### config.mk
export PLATFORM = sky130hd
export DESIGN_NAME = mmio_uart_tx
export DESIGN_NICKNAME = d
export VERILOG_FILES = /design/src/rtl/uart_pkg.sv /design/src/rtl/sync_fifo.sv /design/src/rtl/mmio_uart_tx.sv
export SDC_FILE = /design/constraint.sdc
export NUM_CORES = 1
export LEC_CHECK = 0
export CAP_MARGIN = 5
export CELL_PAD_IN_SITES_DETAIL_PLACEMENT = 1
export CELL_PAD_IN_SITES_GLOBAL_PLACEMENT = 1
export CORE_MARGIN = 2
export CORE_UTILIZATION = 39
export DETAILED_ROUTE_END_ITERATION = 8
export PLACE_DENSITY_LB_ADDON = 0.1
export SLEW_MARGIN = 10
export SYNTH_ARGS = -nofsm -noshare
export SYNTH_HDL_FRONTEND = slang
export SYNTH_SLANG_ARGS = --single-unit
### constraint.sdc
create_clock -name clk -period 2.3 [get_ports clk]
set_input_delay 0.23 -clock clk [delete_from_list [all_inputs] [get_ports clk]]
set_output_delay 0.23 -clock clk [all_outputs]
set_load 0.01 [all_outputs]
### src/rtl/uart_pkg.sv
// rtl/uart_pkg.sv - shared types and constants for the memory-mapped UART transmitter
package uart_pkg;

    typedef enum logic [1:0] {
        ST_IDLE  = 2'd0,
        ST_START = 2'd1,
        ST_DATA  = 2'd2,
        ST_STOP  = 2'd3
    } tx_state_e;

    // STATUS word bit positions
    localparam int STAT_FULL    = 0;
    localparam int STAT_EMPTY   = 1;
    localparam int STAT_BUSY    = 2;
    localparam int STAT_OVF     = 3;
    localparam int STAT_CNT_LSB = 4;

    // Word offsets from BASE_ADDR
    localparam logic [9:0] REG_TXDATA = 10'd0;
    localparam logic [9:0] REG_STATUS = 10'd1;

endpackage

### src/rtl/sync_fifo.sv
// rtl/sync_fifo.sv - single-clock byte FIFO with full/empty/count flags
//
// Ports:
//   clk, rst_n       clock, asynchronous active-low reset
//   push, wdata      write request and data (ignored while full)
//   pop, rdata       read request (ignored while empty); rdata shows the head entry
//   full, empty      occupancy flags, derived from count
//   count            number of stored entries, $clog2(DEPTH)+1 bits
module sync_fifo #(
    parameter int WIDTH = 8,
    parameter int DEPTH = 8
) (
    input  logic                   clk,
    input  logic                   rst_n,
    input  logic                   push,
    input  logic [WIDTH-1:0]       wdata,
    input  logic                   pop,
    output logic [WIDTH-1:0]       rdata,
    output logic                   full,
    output logic                   empty,
    output logic [$clog2(DEPTH):0] count
);

    localparam int AW = $clog2(DEPTH);

    logic [WIDTH-1:0] mem [DEPTH];
    logic [AW-1:0]    wr_ptr;
    logic [AW-1:0]    rd_ptr;
    logic             push_ok;
    logic             pop_ok;

    // Flags come from the pre-edge count, so a pop on the same edge never frees room for a push.
    assign full    = (count == (AW+1)'(DEPTH));
    assign empty   = (count == '0);
    assign push_ok = push && !full;
    assign pop_ok  = pop && !empty;
    assign rdata   = mem[rd_ptr];

    // Storage needs no reset: entries are only visible once count says so.
    always_ff @(posedge clk) begin
        if (push_ok) begin
            mem[wr_ptr] <= wdata;
        end
    end

    // DEPTH is a power of two, so the pointers wrap by plain overflow.
    always_ff @(posedge clk or negedge rst_n) begin
        if (!rst_n) begin
            wr_ptr <= '0;
            rd_ptr <= '0;
            count  <= '0;
        end else begin
            if (push_ok) begin
                wr_ptr <= wr_ptr + 1'b1;
            end
            if (pop_ok) begin
                rd_ptr <= rd_ptr + 1'b1;
            end
            case ({push_ok, pop_ok})
                2'b10:   count <= count + 1'b1;
                2'b01:   count <= count - 1'b1;
                default: count <= count;
            endcase
        end
    end

endmodule

### src/rtl/mmio_uart_tx.sv
// rtl/mmio_uart_tx.sv - memory-mapped 8N1 UART transmitter with byte FIFO and STATUS word
//
// Ports:
//   clk, rst_n     clock shared with the CPU, asynchronous active-low reset
//   mem_write      CPU store strobe
//   data_addr      CPU data word address; BASE_ADDR = TXDATA, BASE_ADDR+1 = STATUS
//   data_in        CPU store data; [7:0] is the byte pushed, [3] on a STATUS store clears ovf
//   status_out     combinational STATUS word for the load-data mux
//   tx             registered serial line, idle high
//   busy           FIFO non-empty or a frame in progress
module mmio_uart_tx
    import uart_pkg::*;
#(
    parameter int         CLKS_PER_BIT = 16,
    parameter int         FIFO_DEPTH   = 8,
    parameter logic [9:0] BASE_ADDR    = 10'h3F0
) (
    input  logic        clk,
    input  logic        rst_n,
    input  logic        mem_write,
    input  logic [9:0]  data_addr,
    input  logic [31:0] data_in,
    output logic [31:0] status_out,
    output logic        tx,
    output logic        busy
);

    localparam int            BW          = (CLKS_PER_BIT > 1) ? $clog2(CLKS_PER_BIT) : 1;
    localparam int            CW          = $clog2(FIFO_DEPTH) + 1;
    localparam logic [BW-1:0] BAUD_LAST   = BW'(CLKS_PER_BIT - 1);
    localparam logic [9:0]    TXDATA_ADDR = BASE_ADDR + REG_TXDATA;
    localparam logic [9:0]    STATUS_ADDR = BASE_ADDR + REG_STATUS;

    tx_state_e     state_q, state_d;
    logic [BW-1:0] baud_q, baud_d;
    logic [2:0]    bit_q, bit_d;
    logic [7:0]    shift_q, shift_d;
    logic          tx_d;
    logic          ovf_q;

    logic          push_req;
    logic          ovf_clear;
    logic          fifo_pop;
    logic [7:0]    fifo_rdata;
    logic          fifo_full;
    logic          fifo_empty;
    logic [CW-1:0] fifo_count;
    logic [3:0]    cnt_sat;
    logic          baud_done;
    logic          unused_data;

    assign push_req    = mem_write && (data_addr == TXDATA_ADDR);
    assign ovf_clear   = mem_write && (data_addr == STATUS_ADDR) && data_in[3];
    assign unused_data = ^data_in[31:8];

    sync_fifo #(
        .WIDTH (8),
        .DEPTH (FIFO_DEPTH)
    ) u_fifo (
        .clk   (clk),
        .rst_n (rst_n),
        .push  (push_req),
        .wdata (data_in[7:0]),
        .pop   (fifo_pop),
        .rdata (fifo_rdata),
        .full  (fifo_full),
        .empty (fifo_empty),
        .count (fifo_count)
    );

    always_ff @(posedge clk or negedge rst_n) begin
        if (!rst_n) begin
            ovf_q <= 1'b0;
        end else if (push_req && fifo_full) begin
            ovf_q <= 1'b1;
        end else if (ovf_clear) begin
            ovf_q <= 1'b0;
        end
    end

    always_ff @(posedge clk or negedge rst_n) begin
        if (!rst_n) begin
            state_q <= ST_IDLE;
            baud_q  <= '0;
            bit_q   <= '0;
            shift_q <= '0;
            tx      <= 1'b1;
        end else begin
            state_q <= state_d;
            baud_q  <= baud_d;
            bit_q   <= bit_d;
            shift_q <= shift_d;
            tx      <= tx_d;
        end
    end

    assign baud_done = (baud_q == BAUD_LAST);

    // tx is registered, so each branch presents the level for the state being entered.
    always_comb begin
        state_d  = state_q;
        baud_d   = baud_q;
        bit_d    = bit_q;
        shift_d  = shift_q;
        tx_d     = tx;
        fifo_pop = 1'b0;
        case (state_q)
            ST_IDLE: begin
                tx_d = 1'b1;
                if (!fifo_empty) begin
                    fifo_pop = 1'b1;
                    shift_d  = fifo_rdata;
                    baud_d   = '0;
                    state_d  = ST_START;
                    tx_d     = 1'b0;
                end
            end
            ST_START: begin
                if (baud_done) begin
                    baud_d  = '0;
                    bit_d   = '0;
                    state_d = ST_DATA;
                    tx_d    = shift_q[0];
                end else begin
                    baud_d = baud_q + 1'b1;
                end
            end
            ST_DATA: begin
                if (baud_done) begin
                    baud_d  = '0;
                    shift_d = shift_q >> 1;
                    bit_d   = bit_q + 3'd1;
                    if (bit_q == 3'd7) begin
                        state_d = ST_STOP;
                        tx_d    = 1'b1;
                    end else begin
                        tx_d = shift_q[1];
                    end
                end else begin
                    baud_d = baud_q + 1'b1;
                end
            end
            ST_STOP: begin
                if (baud_done) begin
                    baud_d = '0;
                    // Chain straight into the next start bit when more data is waiting.
                    if (!fifo_empty) begin
                        fifo_pop = 1'b1;
                        shift_d  = fifo_rdata;
                        state_d  = ST_START;
                        tx_d     = 1'b0;
                    end else begin
                        state_d = ST_IDLE;
                        tx_d    = 1'b1;
                    end
                end else begin
                    baud_d = baud_q + 1'b1;
                end
            end
            default: begin
                state_d = ST_IDLE;
                tx_d    = 1'b1;
            end
        endcase
    end

    assign busy = !fifo_empty || (state_q != ST_IDLE);

    always_comb begin
        cnt_sat = 4'(fifo_count);
        if (32'(fifo_count) > 32'd15) begin
            cnt_sat = 4'hF;
        end
    end

    always_comb begin
        status_out                               = '0;
        status_out[STAT_FULL]                    = fifo_full;
        status_out[STAT_EMPTY]                   = fifo_empty;
        status_out[STAT_BUSY]                    = (state_q != ST_IDLE);
        status_out[STAT_OVF]                     = ovf_q;
        status_out[STAT_CNT_LSB+3:STAT_CNT_LSB]  = cnt_sat;
    end

endmodule

==> out/summary.txt, run 1 <==
GPL Wtd Cong: 0.750
Static Leak: 0.00215 uW
final setup vio count: 0
Post-synth top flop: sky130_fd_sc_hd__edfxtp_1
number of placed instances, taps included: 486
H-tree levels: 3
commonest non-fill, non-tap cell in the layout: sky130_fd_sc_hd__edfxtp_1
number of enable-type register cells in the synthesized netlist: 64
arrival time of data at the critical path endpoint: 2.40 ns
number of clock sinks: 93
register bit total from synthesis: 93
number of max-capacitance violations reported: 0
transition time at the pin with the least slew margin: 0.563 ns
adder and majority gate portion of the synthesized area: 0.0443
clock latency on the worst-skew pair: 0.34 ns
post-synthesis area per instance: 15.0 sq um
via total after detailed routing: 2539
antenna violation net count after detailed routing: 0
Slew headroom: 0.624
final sum of negative setup slack: 0 ns
wire length per cell: 17.1 um
YS warnings: 0
cell row count: 38
mux contribution to synthesized area: 0.142
CP Data Required Time: 2.51 ns
HPWL reported at the end of detailed placement: 6.02 mm
post-synth design cell area: 0.00441 sq mm
fraction of the mapped netlist area in simple logic gates: 0.0735
pin count of the biggest net entering global routing: 30
GR Overflow Total: 0
# diodes: 0
area of the die: 0.0122 sq mm
largest family of logic cells by synthesized area: multiplexers
Peak Freq: 457 MHz
die height: 110 um
initial cell density of the core: 0.403
Crit Path Category: reg -> reg
clock root cell: sky130_fd_sc_hd__clkbuf_16
Worst Clk Skew: 0.00628 ns
launching element type of the critical path: register
run status: complete, no violations
total detailed-routing wirelength: 8.75 mm
layout cell share with drive strength beyond 1: 0.256
final hold violations: 0
count of non-filler cells in the finished layout: 511
combined global-route utilization of all metal layers: 0.157
Compound-Gate Fraction of Synth Area: 0.0554
num ports: 79
most frequent cells in the layout: 64 x sky130_fd_sc_hd__edfxtp_1, 44 x sky130_fd_sc_hd__buf_4, 28 x sky130_fd_sc_hd__dfrtp_1
Iter 0 DRT Violations: 79
part of the Yosys area used for sequential elements: 0.601
number of buffers inserted during clock tree synthesis: 9
Max Slew Vio Count: 0
Total Power Consumption: 6260 uW
path class of the lowest-slack min-delay path: in -> async
first-pass GRT wire length: 13.9 mm
Distinct cells, synth: 54
final layout net count: 427
via density per instance: 4.97
category of the worst setup path capture point: register
TritonCTS clock tree: built
xor and xnor area share after synthesis: 0.0119
DRC violation count after routing: 0
clock slew at reported path FFs: 0.06 ns
worst slack at placement: -0.416 ns
initial antenna violation count: 0
final core area utilization: 0.497
peak supply drop: 507 uV
Synth-to-Final Area Change: 23.4%
Final min period: 2.19 ns
Core Area: 0.0109 sq mm
ratio of total power to cell area: 1150 mW/mm^2
# hold bufs at CTS: 0
fraction of synthesis flops using an asynchronous set or reset pin: 0.312
width of the die: 110 um
number of instances in the synthesized netlist: 294
largest driver fanout on the critical path: 5
share of the clock period used by the worst path after layout: 0.952
flop2flop setup slack: 0.11 ns
via count of the first global-routing pass: 2672
setup ws final: 0.111 ns
maximum buffer depth of the clock tree: 2
PortBufs: 30
number of detailed-route iterations in the first pass: 4
-- path summary, 6_finish.rpt --
kind,cells past startpoint,startpoint,endpoint
hold / removal,2,rst_n,bit_q[0]
max in group asynchronous,2,rst_n,tx
min in group clk,2,shift_q[0],shift_q[0]
setup reg to reg,11,state_q[1],u_fifo.count[3]
hold reg to reg,2,shift_q[0],shift_q[0]
setup / recovery,11,state_q[1],u_fifo.count[3]
-- critical path, stage by stage (launching register included) --
cell and delay (ns):
sky130_fd_sc_hd__dfrtp_1 0.42, sky130_fd_sc_hd__inv_1 0.11, sky130_fd_sc_hd__ha_4 0.17, sky130_fd_sc_hd__a41oi_2 0.21, sky130_fd_sc_hd__nor3_4 0.08, sky130_fd_sc_hd__ha_4 0.19
sky130_fd_sc_hd__ha_4 0.27, sky130_fd_sc_hd__a21oi_4 0.06, sky130_fd_sc_hd__buf_6 0.11, sky130_fd_sc_hd__nor4_4 0.22, sky130_fd_sc_hd__nand4b_1 0.13, sky130_fd_sc_hd__o311ai_1 0.09
-- kinds of logic after synthesis --
kind of cell / Yosys count
fa+ha+maj: 15
xor+xnor: 6
other cells: 1
buf+inv: 47
flops: 93
simple gates: 58
mux: 38
compound gates: 36
-- per-stage QoR --
step / hold WS [ns] / instance area (sq um)
2_1_floorplan: -0.0656 / 4520
3_3_place_gp: 0.465 / 5000
3_5_place_dp: 0.483 / 5000
4_1_cts: 0.305 / 5300
5_1_grt: 0.323 / 5440
6_report: 0.290 / 5440
-- flip-flops by register name, summed over array words and instances, names as in the netlist --
| register | flops |
|---|---|
| u_fifo.count | 4 |
| baud_q | 4 |
| tx | 1 |
| u_fifo.wr_ptr | 3 |
| ovf_q | 1 |
| bit_q | 3 |
| u_fifo.mem | 64 |
| state_q | 2 |
| u_fifo.rd_ptr | 3 |
| shift_q | 8 |
-- power by group --
group          internal [uW]  switching (uW)  leakage (uW)
clock                    736             627      0.000134
sequential              2000             209      0.000941
combinational           1440            1250       0.00108
-- cell usage after synthesis, types with 2 or more instances --
cell type / count / share of area
sky130_fd_sc_hd__edfxtp_1: 64 / 0.44
sky130_fd_sc_hd__dfrtp_1: 28 / 0.16
sky130_fd_sc_hd__buf_4: 27 / 0.046
sky130_fd_sc_hd__nand2_1: 18 / 0.015
sky130_fd_sc_hd__ha_1: 14 / 0.040
sky130_fd_sc_hd__mux2_2: 11 / 0.028
sky130_fd_sc_hd__mux2i_1: 11 / 0.025
sky130_fd_sc_hd__nor2_1: 10 / 0.0085
sky130_fd_sc_hd__o21ai_0: 10 / 0.011
sky130_fd_sc_hd__inv_1: 9 / 0.0077
sky130_fd_sc_hd__mux4_1: 8 / 0.048
sky130_fd_sc_hd__mux4_2: 8 / 0.041
sky130_fd_sc_hd__a21oi_1: 5 / 0.0057
sky130_fd_sc_hd__buf_2: 4 / 0.0045
sky130_fd_sc_hd__nand2b_1: 4 / 0.0057
sky130_fd_sc_hd__nand3_1: 4 / 0.0045
sky130_fd_sc_hd__nor3_1: 4 / 0.0045
sky130_fd_sc_hd__o2bb2ai_1: 4 / 0.0079
sky130_fd_sc_hd__xnor2_1: 4 / 0.0079
sky130_fd_sc_hd__clkbuf_1: 3 / 0.0026
sky130_fd_sc_hd__a21o_1: 2 / 0.0034
sky130_fd_sc_hd__a22oi_1: 2 / 0.0034
sky130_fd_sc_hd__a41oi_1: 2 / 0.0040
sky130_fd_sc_hd__buf_6: 2 / 0.0051
sky130_fd_sc_hd__nand4_1: 2 / 0.0028
sky130_fd_sc_hd__nor3b_1: 2 / 0.0034
sky130_fd_sc_hd__nor4_1: 2 / 0.0028
sky130_fd_sc_hd__o21ai_1: 2 / 0.0023
sky130_fd_sc_hd__o31ai_1: 2 / 0.0034
sky130_fd_sc_hd__xor2_1: 2 / 0.0040
-- metal layers --
layer  up-vias  GRT usage  share of wire
met2        47      0.240           0.47
li1       1210          -              -
met3        11     0.0282          0.028
met5         -          0              0
met4         0     0.0643          0.017
met1      1271      0.222           0.49
-- what timing repair did --
item,in CTS,in global routing
pin swaps,1,8
gates resized for setup,2,14
setup buffers,3,7
setup endpoints to repair,2,3
-- layout make-up --
cell class                 count  area, sq um
sequential                    93         2650
timing repair buffer          76          674
fill                        1112         5500
clock buffer                   9          225
inverter                      10         37.5
multi-input combinational    177         1630
clock inverter                 6         47.5
tap                          140          175
Power figures use the tool's default switching activity.
==> inputs of run 2 (changes only) <==
- CTS_CLUSTER_DIAMETER: default -> 50
- GPL_TIMING_DRIVEN: default -> 0
==> out/summary.txt, run 2 (synthesized netlist as in run 1, its figures left out) <==
initial antenna violation count: 0
pin count of the biggest net entering global routing: 30
number of clock sinks: 93
largest driver fanout on the critical path: 8
CP cell instances: clkdlybuf4s50_1, or4b_4, nor3_4, buf_4, nand3b_1, nor2_1
violated checks: setup timing
Final Instance Area: 0.00546 sq mm
wire length per cell: 17.3 um
transition time at the pin with the least slew margin: 0.865 ns
HPWL reported at the end of detailed placement: 6.01 mm
Reg2Reg Launch Point: u_fifo.count[0]
TritonCTS clock tree: built
total detailed-routing wirelength: 8.91 mm
Static Leak: 0.00213 uW
Crit Path Category: in -> reg
Max Slew Vio Count: 0
number of placed instances, taps included: 488
Final min period: 2.43 ns
number of buffers inserted during clock tree synthesis: 9
via count of the first global-routing pass: 2686
peak supply drop: 476 uV
combined global-route utilization of all metal layers: 0.165
max reg flops: 64
ratio of total power to cell area: 1110 mW/mm^2
worst stage delay on the critical path: 0.71 ns
post-place instance area: 0.00501 sq mm
crit path buf inv count: 2
num ports: 79
final layout net count: 430
die height: 110 um
clock slew at reported path FFs: 0.07 ns
registers with the most flip-flops: u_fifo.mem x64, shift_q x8
cell type group with the largest total delay on the critical path: simple AND/OR/NAND/NOR gates
DRC violation count after routing: 0
Core Area: 0.0109 sq mm
layout cell share with drive strength beyond 1: 0.283
launching element type of the critical path: primary input
final hold violations: 0
share of the clock period used by the worst path after layout: 1.06
clock root cell: sky130_fd_sc_hd__clkbuf_16
via total after detailed routing: 2577
setup ws final: -0.133 ns
clock latency on the worst-skew pair: 0.35 ns
Peak Freq: 411 MHz
H-tree levels: 3
width of the die: 110 um
PortBufs: 30
Largest Register: u_fifo.mem
Worst Clk Skew: 0.00454 ns
Synth-to-Final Area Change: 23.8%
launching instance or port of the critical path: data_addr[1]
layout filler cell count: 1101
arrival time of data at the critical path endpoint: 2.41 ns
path class of the lowest-slack min-delay path: in -> async
unrepaired setup endpoints after global routing: yes
Slew headroom: 0.421
number of detailed-route iterations in the first pass: 4
most frequent cells in the layout: 64 x sky130_fd_sc_hd__edfxtp_1, 39 x sky130_fd_sc_hd__buf_4, 28 x sky130_fd_sc_hd__clkdlybuf4s50_1
# diodes: 0
GR Overflow Total: 0
initial cell density of the core: 0.403
commonest non-fill, non-tap cell in the layout: sky130_fd_sc_hd__edfxtp_1
cell row count: 38
category of the worst setup path capture point: register
count of non-filler cells in the finished layout: 515
slowest cell on the critical path: sky130_fd_sc_hd__nor2_1
final setup vio count: 37
via density per instance: 5.00
GPL Wtd Cong: 0.707
antenna violation net count after detailed routing: 0
maximum buffer depth of the clock tree: 2
first-pass GRT wire length: 14.4 mm
run status: complete, but fails checks
number of max-capacitance violations reported: 0
CP Data Required Time: 2.28 ns
area of the die: 0.0122 sq mm
Iter 0 DRT Violations: 106
## run 2: cell count changes in the layout (fill, tap and decap cells not counted), sizes merged, moves of 2 or more
cell | before | now
clkinv | 4 | 2
dlymetal6s2s | 5 | 1
clkbuf | 9 | 13
clkdlybuf4s50 | 25 | 28
## run 2: path summary, 6_finish.rpt
| kind | depth (start not counted) | end | slack (ns) |
|---|---|---|---|
| setup reg to reg | 8 | u_fifo.count[3] | -0.01 |
| setup / recovery | 6 | u_fifo.mem[2][6] | -0.13 |
| hold / removal | 2 | shift_q[6] | 0.46 |
| max in group asynchronous | 2 | u_fifo.count[1] | 1.32 |
| hold reg to reg | 2 | shift_q[5] | 0.49 |
| min in group clk | 2 | ovf_q | 0.47 |
## run 2: per-layer routing
metal / part of all wire / track usage
met1: 0.46 / 0.218
met5: 0 / 0
met3: 0.037 / 0.0300
met4: 0.014 / 0.0643
met2: 0.49 / 0.271
## run 2: where the power goes
part	switching, uW	internal, uW
clock	682	753
sequential	233	2010
combinational	1150	1240
total	2060	4000
## run 2: final cells by class
class | count | area [sq um] | area share
inverters | 10 | 37.5 | 0.00688
plain buffers | 36 | 275 | 0.0505
flip-flops and latches | 93 | 2650 | 0.486
clock buffers | 10 | 229 | 0.0420
well taps | 140 | 175 | 0.0321
clock inverters | 6 | 53.8 | 0.00986
repair buffers | 43 | 398 | 0.0729
multi-input cells | 177 | 1630 | 0.300
## run 2: repair_timing
item	4_1_cts	5_1_grt
pin swaps	4	4
hold endpoints to repair	28	0
buffers inserted	6	5
setup endpoints to repair	61	66
hold buffers	1	0
gates resized for setup	9	12
## run 2: through the flow
| step | setup WS (ns) | utilization | power (uW) | hold slack [ns] | TNS, ns |
|---|---|---|---|---|---|
| finish | -0.133 | 0.499 | 6060 | 0.464 | -4.12 |
| global route | -0.266 | 0.499 | 6480 | 0.471 | -8.32 |
| CTS | -0.238 | 0.492 | 6060 | 0.471 | -8.54 |
| detailed placement | -0.624 | 0.458 | 4530 | 0.344 | -31.08 |
| global placement | -0.937 | 0.457 | 4480 | 0.466 | -37.55 |
| floorplan | 0.0199 | - | 3870 | -0.0656 | 0 |
